**config.mk**
```make
export PLATFORM = sky130hd
export DESIGN_NAME = hmc7044_spi_cfg
export DESIGN_NICKNAME = d
export VERILOG_FILES = /design/src/rtl/hmc7044_spi_cfg.sv
export SDC_FILE = /design/constraint.sdc
export NUM_CORES = 1
export LEC_CHECK = 0
export ABC_CLOCK_PERIOD_IN_PS = 3940
export CAP_MARGIN = 25
export CORE_ASPECT_RATIO = 0.5
export CORE_MARGIN = 2
export CORE_UTILIZATION = 37
export CTS_CLUSTER_DIAMETER = 120
export DETAILED_ROUTE_END_ITERATION = 16
export MAX_ROUTING_LAYER = met4
export PLACE_DENSITY = 0.58
export SETUP_SLACK_MARGIN = 0.05
export SYNTH_ARGS = -nofsm -noshare
export SYNTH_HDL_FRONTEND = slang
export SYNTH_SLANG_ARGS = --single-unit
export TNS_END_PERCENT = 30
```
**constraint.sdc**
```tcl
create_clock -name clk -period 3.94 [get_ports clk]
set_input_delay 0.394 -clock clk [delete_from_list [all_inputs] [get_ports clk]]
set_output_delay 0.394 -clock clk [all_outputs]
set_load 0.05 [all_outputs]
```
**src/rtl/hmc7044_spi_cfg.sv**
```systemverilog
// hmc7044_spi_cfg
// Walks a table of REG_NUM 24-bit write words and sends each one to the
// HMC7044 as a single SPI mode-0 write frame. SCLK is derived from clk with
// a half-period of DIV_HALF cycles. busy covers the whole pass, and done
// pulses once when the last frame's inter-frame gap has elapsed.
module hmc7044_spi_cfg #(
    parameter int DIV_HALF = 4,
    parameter int REG_NUM  = 8,
    parameter int IDX_W    = 8,
    parameter int CS_GAP   = 8
) (
    input  logic             clk,
    input  logic             rst_n,
    input  logic             start,
    output logic [IDX_W-1:0] cfg_idx,
    input  logic [23:0]      cfg_data,
    output logic             spi_csn,
    output logic             spi_sclk,
    output logic             spi_sdio,
    output logic             busy,
    output logic             done
);

    // One shared counter times CS setup, SCLK half-periods, CS hold and the gap,
    // so it must reach the larger of DIV_HALF-1 and CS_GAP-1.
    localparam int CNT_MAX = (DIV_HALF > CS_GAP) ? DIV_HALF : CS_GAP;
    localparam int CNT_W   = $clog2(CNT_MAX + 1);

    localparam logic [2:0] S_IDLE     = 3'd0;
    localparam logic [2:0] S_LOAD     = 3'd1;
    localparam logic [2:0] S_CS_SETUP = 3'd2;
    localparam logic [2:0] S_SHIFT    = 3'd3;
    localparam logic [2:0] S_CS_HOLD  = 3'd4;
    localparam logic [2:0] S_GAP      = 3'd5;

    logic [2:0]       state_reg,   state_next;
    logic [CNT_W-1:0] cnt_reg,     cnt_next;
    logic [4:0]       bit_cnt_reg, bit_cnt_next;
    // Bit 23 goes straight to spi_sdio in LOAD, so only the remaining 23 bits
    // need to be held for shifting.
    logic [22:0]      shreg_reg,   shreg_next;
    logic [IDX_W-1:0] idx_reg,     idx_next;
    logic             csn_reg,     csn_next;
    logic             sclk_reg,    sclk_next;
    logic             sdio_reg,    sdio_next;
    logic             busy_reg,    busy_next;
    logic             done_reg,    done_next;

    logic half_wrap;
    logic gap_wrap;
    logic last_idx;

    assign half_wrap = (cnt_reg == CNT_W'(DIV_HALF - 1));
    assign gap_wrap  = (cnt_reg == CNT_W'(CS_GAP - 1));
    assign last_idx  = (idx_reg == IDX_W'(REG_NUM - 1));

    // Next-state and next-output logic for the configuration sequencer.
    always_comb begin
        state_next   = state_reg;
        cnt_next     = cnt_reg;
        bit_cnt_next = bit_cnt_reg;
        shreg_next   = shreg_reg;
        idx_next     = idx_reg;
        csn_next     = csn_reg;
        sclk_next    = sclk_reg;
        sdio_next    = sdio_reg;
        busy_next    = busy_reg;
        done_next    = 1'b0;

        case (state_reg)
            S_IDLE: begin
                if (start) begin
                    idx_next   = '0;
                    busy_next  = 1'b1;
                    state_next = S_LOAD;
                end
            end

            S_LOAD: begin
                shreg_next   = cfg_data[22:0];
                bit_cnt_next = 5'd24;
                sdio_next    = cfg_data[23];
                csn_next     = 1'b0;
                cnt_next     = '0;
                state_next   = S_CS_SETUP;
            end

            S_CS_SETUP: begin
                if (half_wrap) begin
                    cnt_next   = '0;
                    state_next = S_SHIFT;
                end else begin
                    cnt_next = cnt_reg + CNT_W'(1);
                end
            end

            S_SHIFT: begin
                if (half_wrap) begin
                    cnt_next  = '0;
                    sclk_next = ~sclk_reg;
                    if (!sclk_reg) begin
                        // Rising edge: the slave samples the bit now on sdio.
                        bit_cnt_next = bit_cnt_reg - 5'd1;
                    end else if (bit_cnt_reg != 5'd0) begin
                        // Falling edge: present the next bit.
                        sdio_next  = shreg_reg[22];
                        shreg_next = {shreg_reg[21:0], 1'b0};
                    end else begin
                        // 24th falling edge: frame payload complete.
                        state_next = S_CS_HOLD;
                    end
                end else begin
                    cnt_next = cnt_reg + CNT_W'(1);
                end
            end

            S_CS_HOLD: begin
                if (half_wrap) begin
                    cnt_next   = '0;
                    csn_next   = 1'b1;
                    sdio_next  = 1'b0;
                    state_next = S_GAP;
                end else begin
                    cnt_next = cnt_reg + CNT_W'(1);
                end
            end

            S_GAP: begin
                if (gap_wrap) begin
                    cnt_next = '0;
                    if (last_idx) begin
                        busy_next  = 1'b0;
                        done_next  = 1'b1;
                        state_next = S_IDLE;
                    end else begin
                        idx_next   = idx_reg + IDX_W'(1);
                        state_next = S_LOAD;
                    end
                end else begin
                    cnt_next = cnt_reg + CNT_W'(1);
                end
            end

            default: begin
                state_next = S_IDLE;
            end
        endcase
    end

    // State and output registers; reset aborts any frame in progress.
    always_ff @(posedge clk or negedge rst_n) begin
        if (!rst_n) begin
            state_reg   <= S_IDLE;
            cnt_reg     <= '0;
            bit_cnt_reg <= 5'd0;
            shreg_reg   <= '0;
            idx_reg     <= '0;
            csn_reg     <= 1'b1;
            sclk_reg    <= 1'b0;
            sdio_reg    <= 1'b0;
            busy_reg    <= 1'b0;
            done_reg    <= 1'b0;
        end else begin
            state_reg   <= state_next;
            cnt_reg     <= cnt_next;
            bit_cnt_reg <= bit_cnt_next;
            shreg_reg   <= shreg_next;
            idx_reg     <= idx_next;
            csn_reg     <= csn_next;
            sclk_reg    <= sclk_next;
            sdio_reg    <= sdio_next;
            busy_reg    <= busy_next;
            done_reg    <= done_next;
        end
    end

    assign cfg_idx  = idx_reg;
    assign spi_csn  = csn_reg;
    assign spi_sclk = sclk_reg;
    assign spi_sdio = sdio_reg;
    assign busy     = busy_reg;
    assign done     = done_reg;

endmodule

```
## Yosys cells after proc, flatten, opt, wreduce, memory -nomap -nowiden

Cells that the tools add are included.

| operators by class | value |
|---|---|
| multiplexer cells | 37 |
| reduce and logical (&&, ||, !) cells | 16 |
| $add $sub $neg | 3 |
| bitwise gates (word level) | 1 |
| eq/ne operators | 19 |

Operator list:

| kind | count |
|---|---|
| 23-bit two-way mux | 3 |
| 23-bit case mux with 2 select lines | 1 |
| 8-bit two-way mux | 3 |
| 2-bit inequality test, second input constant | 11 |
| 3-bit two-way mux | 7 |
| 3-bit case mux with 6 select lines | 1 |
| 8-bit case mux with 2 select lines | 1 |
| 1-bit two-way mux | 12 |
| 4-bit case mux with 3 select lines | 1 |
| 4-bit AND reduction | 3 |
| 5-bit two-way mux | 2 |
| 5-bit case mux with 2 select lines | 1 |
| 8-bit by 1-bit adder with 8-bit output, second input constant | 1 |
| 8-bit by 3-bit equality test with 1-bit output, second input constant | 1 |
| 4-bit two-way mux | 2 |
| 7-bit AND reduction | 1 |
| 3-bit by 2-bit equality test with 1-bit output, second input constant | 2 |
| 3-bit equality test, second input constant | 2 |
| 2-bit nonzero test | 3 |
| 3-bit nonzero test | 2 |
| 5-bit AND reduction | 1 |
| 5-bit nonzero test | 1 |
| 5-bit by 1-bit subtractor with 5-bit output, second input constant | 1 |
| 4-bit by 1-bit adder with 4-bit output, second input constant | 1 |
| other kinds (10) | 12 |

| word-level totals | value |
|---|---|
| register bits after elaboration | 48 |
| output and inout bits | 13 |

## Longest topological paths before layout

| logic depth | value |
|---|---|
| depth in word-level cells | 5 |
| gate-level depth with buffers | 7 |
| gate-level depth less buffers | 6 |

## Worst setup path before layout

OpenSTA, ideal clock, no wires.

| path | value |
|---|---|
| path kind | reg2reg |
| start | register idx_reg[0], in the netlist cfg_idx[0] |
| end | register idx_reg[1], in the netlist cfg_idx[1] |
| setup slack | 1609 ps |
| clock period less this slack | 2331 ps |
| arrival time | 2211 ps |
| stages on the path, launching flop included | 7 |
| cells stage by stage | dfrtp_1 -> ha_1 -> nor4b_1 -> a311o_1 -> clkbuf_1 -> a211oi_1 -> a31o_2 |

| between the ends | value |
|---|---|
| word-level cells in the longest chain between the ends | 4 |
| elaborated cells between the ends (all ways) | 7 |
| classes of those cells | add/sub: 1; eq/ne: 2; mux: 3; reduce/logical: 1 |

Ends and longest elaborated chain:

| item | line | source |
|---|---|---|
| from (decl) | 42 | `logic [IDX_W-1:0] idx_reg, idx_next;` |
| from (signal assigned) | 168 | `idx_reg <= idx_next;` |
| 8-bit by 1-bit adder with 8-bit output | 136 | `idx_next = idx_reg + IDX_W'(1);` |
| 8-bit two-way mux | 131 | `if (last_idx) begin` |
| 8-bit two-way mux | 129 | `if (gap_wrap) begin` |
| 8-bit case mux with 2 select lines | 70 | `case (state_reg)` |

Several ways; a longest one is shown, not always the timed one. The select of a mux whose other input is x is not followed.
A chain may end at the register's enable or synchronous reset.

## Worst setup path after layout

| path | value |
|---|---|
| start | register cnt_reg[0] |
| end | register shreg_reg[20] |

| between the ends | value |
|---|---|
| word-level cells in the longest chain between the ends | 3 |

Ends and longest elaborated chain:

| item | line | source |
|---|---|---|
| from (decl) | 37 | `logic [CNT_W-1:0] cnt_reg, cnt_next;` |
| from (signal assigned) | 165 | `cnt_reg <= cnt_next;` |
| 4-bit by 2-bit equality test with 1-bit output | 53 | `assign half_wrap = (cnt_reg == CNT_W'(DIV_HALF - 1));` |
| 2-bit inequality test (no source line) | n/a |  |
| 4-bit AND reduction (no source line) | n/a |  |
| to (signal assigned) | 167 | `shreg_reg <= shreg_next;` |
| to (decl) | 41 | `logic [22:0] shreg_reg, shreg_next;` |

Every way passes these cells.

==> metrics <==
status=finished, final reports clean; Power Dens Cells=315 nW/um^2; placed inst area=3190 um^2; Post-layout nets=307; CTS Root Cell=clkbuf_16; Setup WS post-layout=1.52 ns; max_slew headroom=44.0%; placed cell count=approximately 370; Die H=65.0 um; non-filler cells, final=373; H-tree levels=2; final design utilization=46.5%; number of distinct library cells after synthesis=59; Reg clk slew, reported paths=0.06 ns; antenna viol nets, final=0; cell area after layout=3380 um^2; gr usage total=14.8%; CTS resizes=0; total CTS buffers=5; post-synth top area share=42.7%; RSZ-0062 raised after global routing=no; Initial Utilization=37.9%; Synth Area per Inst=11.3 um^2; synth top area cells=dfrtp_1 43%, mux2_2 11%, mux2_4 10%; most instantiated cells after synthesis=47 x dfrtp_1, 26 x mux2_2, 19 x mux2_4; clk_lat worst skew=between 0.2 and 0.3 ns; Die ar.=between 8000 and 9000 um^2; pins over their slew limit=0; Die X=126 um; crit share post-route=61.4%; P_sw=around 190 uW; share of layout cells above drive strength 1=23.1%; post-route DRC violation count=0; number of synthesized flops with an enable pin=0; Int Power=877 uW; register area share after synthesis=43.6%; Post-Syn Area=2760 um^2; Peak VDD IR=about 230 uV; GR Util met2=24.6%; Setup Viol. Count Final=0; Net Sw Frac=between 10% and 20%; post-place setup slack=1.54 ns; Sink Count=between 40 and 50; Comb pwr share=3.6%; Placer Congestion=0.829; Layout Skew=0.00265 ns; count leader, synth=dfrtp_1; Setup Fix Bufs, Post-CTS=0; n_diodes=0; largest net degree at the start of global routing=36; FFs w/ async S/R, synth=100%; P_leak=1.52 nW; gr busiest metal=met2; Syn Nets=273; Primary FF master, synth=dfrtp_1; Max clock buf depth=2; DR WL/cell=14.7 um; First DRT Iteration DRCs=~200; M3 GR Usage=around 3.2%; Post-CTS Hold Buffers=0; TNS Setup=0 ns; gate count of the mapped netlist=between 200 and 250; Clock power frac=between 50% and 60%; Core Area=7270 um^2; CP arrival=roughly 2.6 ns; FF+latch count, synth=48; worst-margin pin slew=approximately 0.83 ns; M1 GR Usage=roughly a fifth; number of flip-flops under the largest register name=23; CTS tree=done; final hold vios=0; CP max FO=23; first-pass GRT wire length=~9700 um; IO Port Bufs=39; dominant cell type by area after synthesis=dfrtp_1; fmax=0.413 GHz; Max Cap Viol=0; via count=1954; fin crit period=2.42 ns; grt ovf=0; Critical Path End Type=register; post-DP HPWL=3730 um; routed vias/inst=5.24; Synth-to-Final Area Change=22.6%; Tot Pwr=1.06 mW; worst path required time=4.11 ns; Pre-Repair DR Iteration Count=4; initial antenna violation count=0; hold_ws=0.0140 ns; final WL=5500 um; Worst Setup Path Type=reg2reg; vias in the first global route=2034; # fillers=~660; io pins=40; num rows=22; crit path launch type=register; Hold Crit Class=in2async; Flop pwr share=46.4%; Yosys Warn Count=0
cells in the final DEF, fill, tap and decap left out, types with 4 or more instances in the layout:
| cell | netlist | layout |
|---|---|---|
| nor2_1 | 9 | 9 |
| o21ai_0 | 11 | 11 |
| mux2_4 | 19 | 19 |
| mux2_2 | 26 | 26 |
| inv_1 | 15 | 15 |
| nand3_1 | 5 | 5 |
| mux2i_1 | 5 | 5 |
| a31oi_1 | 4 | 4 |
| nand2_1 | 7 | 7 |
| a21oi_1 | 10 | 10 |
| clkdlybuf4s50_1 | 0 | 38 |
| dfrtp_1 | 47 | 47 |
| nor3_1 | 4 | 4 |
| clkbuf_16 | 0 | 5 |
path summary, 6_finish.rpt:
| kind | depth (start not counted) | from | slack, ns | end |
|---|---|---|---|---|
| worst max-delay path | 5 | cnt_reg[0] | 1.52 | shreg_reg[20] |
| worst min-delay path | 1 | rst_n | 0.01 | cnt_reg[1] |
| worst max register to register | 5 | cnt_reg[0] | 1.52 | shreg_reg[20] |
| worst min register to register | 1 | cnt_reg[0] | 0.50 | cnt_reg[0] |
| max in group asynchronous | 2 | rst_n | 3.37 | spi_csn |
| min in group clk | 1 | cnt_reg[0] | 0.50 | cnt_reg[0] |
cell families after synthesis:
kind of cell | count (synthesis) | share of synthesized area (%)
AO/OA/AOI/OAI | 52 | 13.0
buffers and inverters | 29 | 5.54
multiplexers | 50 | 22.8
flip-flops | 48 | 43.6
XOR/XNOR | 3 | 0.954
adder cells (fa/ha/maj) | 4 | 1.73
AND/OR/NAND/NOR | 57 | 12.3
worst max-delay path, stage by stage (launching register included):
cell	delay (ns)
dfrtp_1	0.38
ha_1	0.28
or3b_1	0.52
or3_1	0.40
a21o_4	0.37
mux2_4	0.34
layer usage:
layer	vias up	share of wire [%]
met5	-	0
met4	0	0.69
met3	4	3.4
met2	35	47
met1	951	49
li1	964	-
layout make-up:
class / count / area, um^2 / area share [%]
Tap cell: 96 / 120 / 3.56
Clock buffer: 5 / 125 / 3.71
Sequential cell: 48 / 1200 / 35.6
Inverter: 15 / 56.3 / 1.67
Timing Repair Buffer: 41 / 413 / 12.2
Clock inverter: 2 / 60.1 / 1.78
Multi-Input combinational cell: 166 / 1400 / 41.5
power groups by stage:
stage	registers, mW	clock network, mW	logic, mW
4_1_cts	0.493	0.547	0.0401
6_report	0.493	0.531	0.0384
3_3_place_gp	0.502	0	0.0367
5_1_grt	0.492	0.570	0.0424
2_1_floorplan	0.502	0	0.000856
3_5_place_dp	0.502	0	0.0398
(Power assumes the default switching activity.)
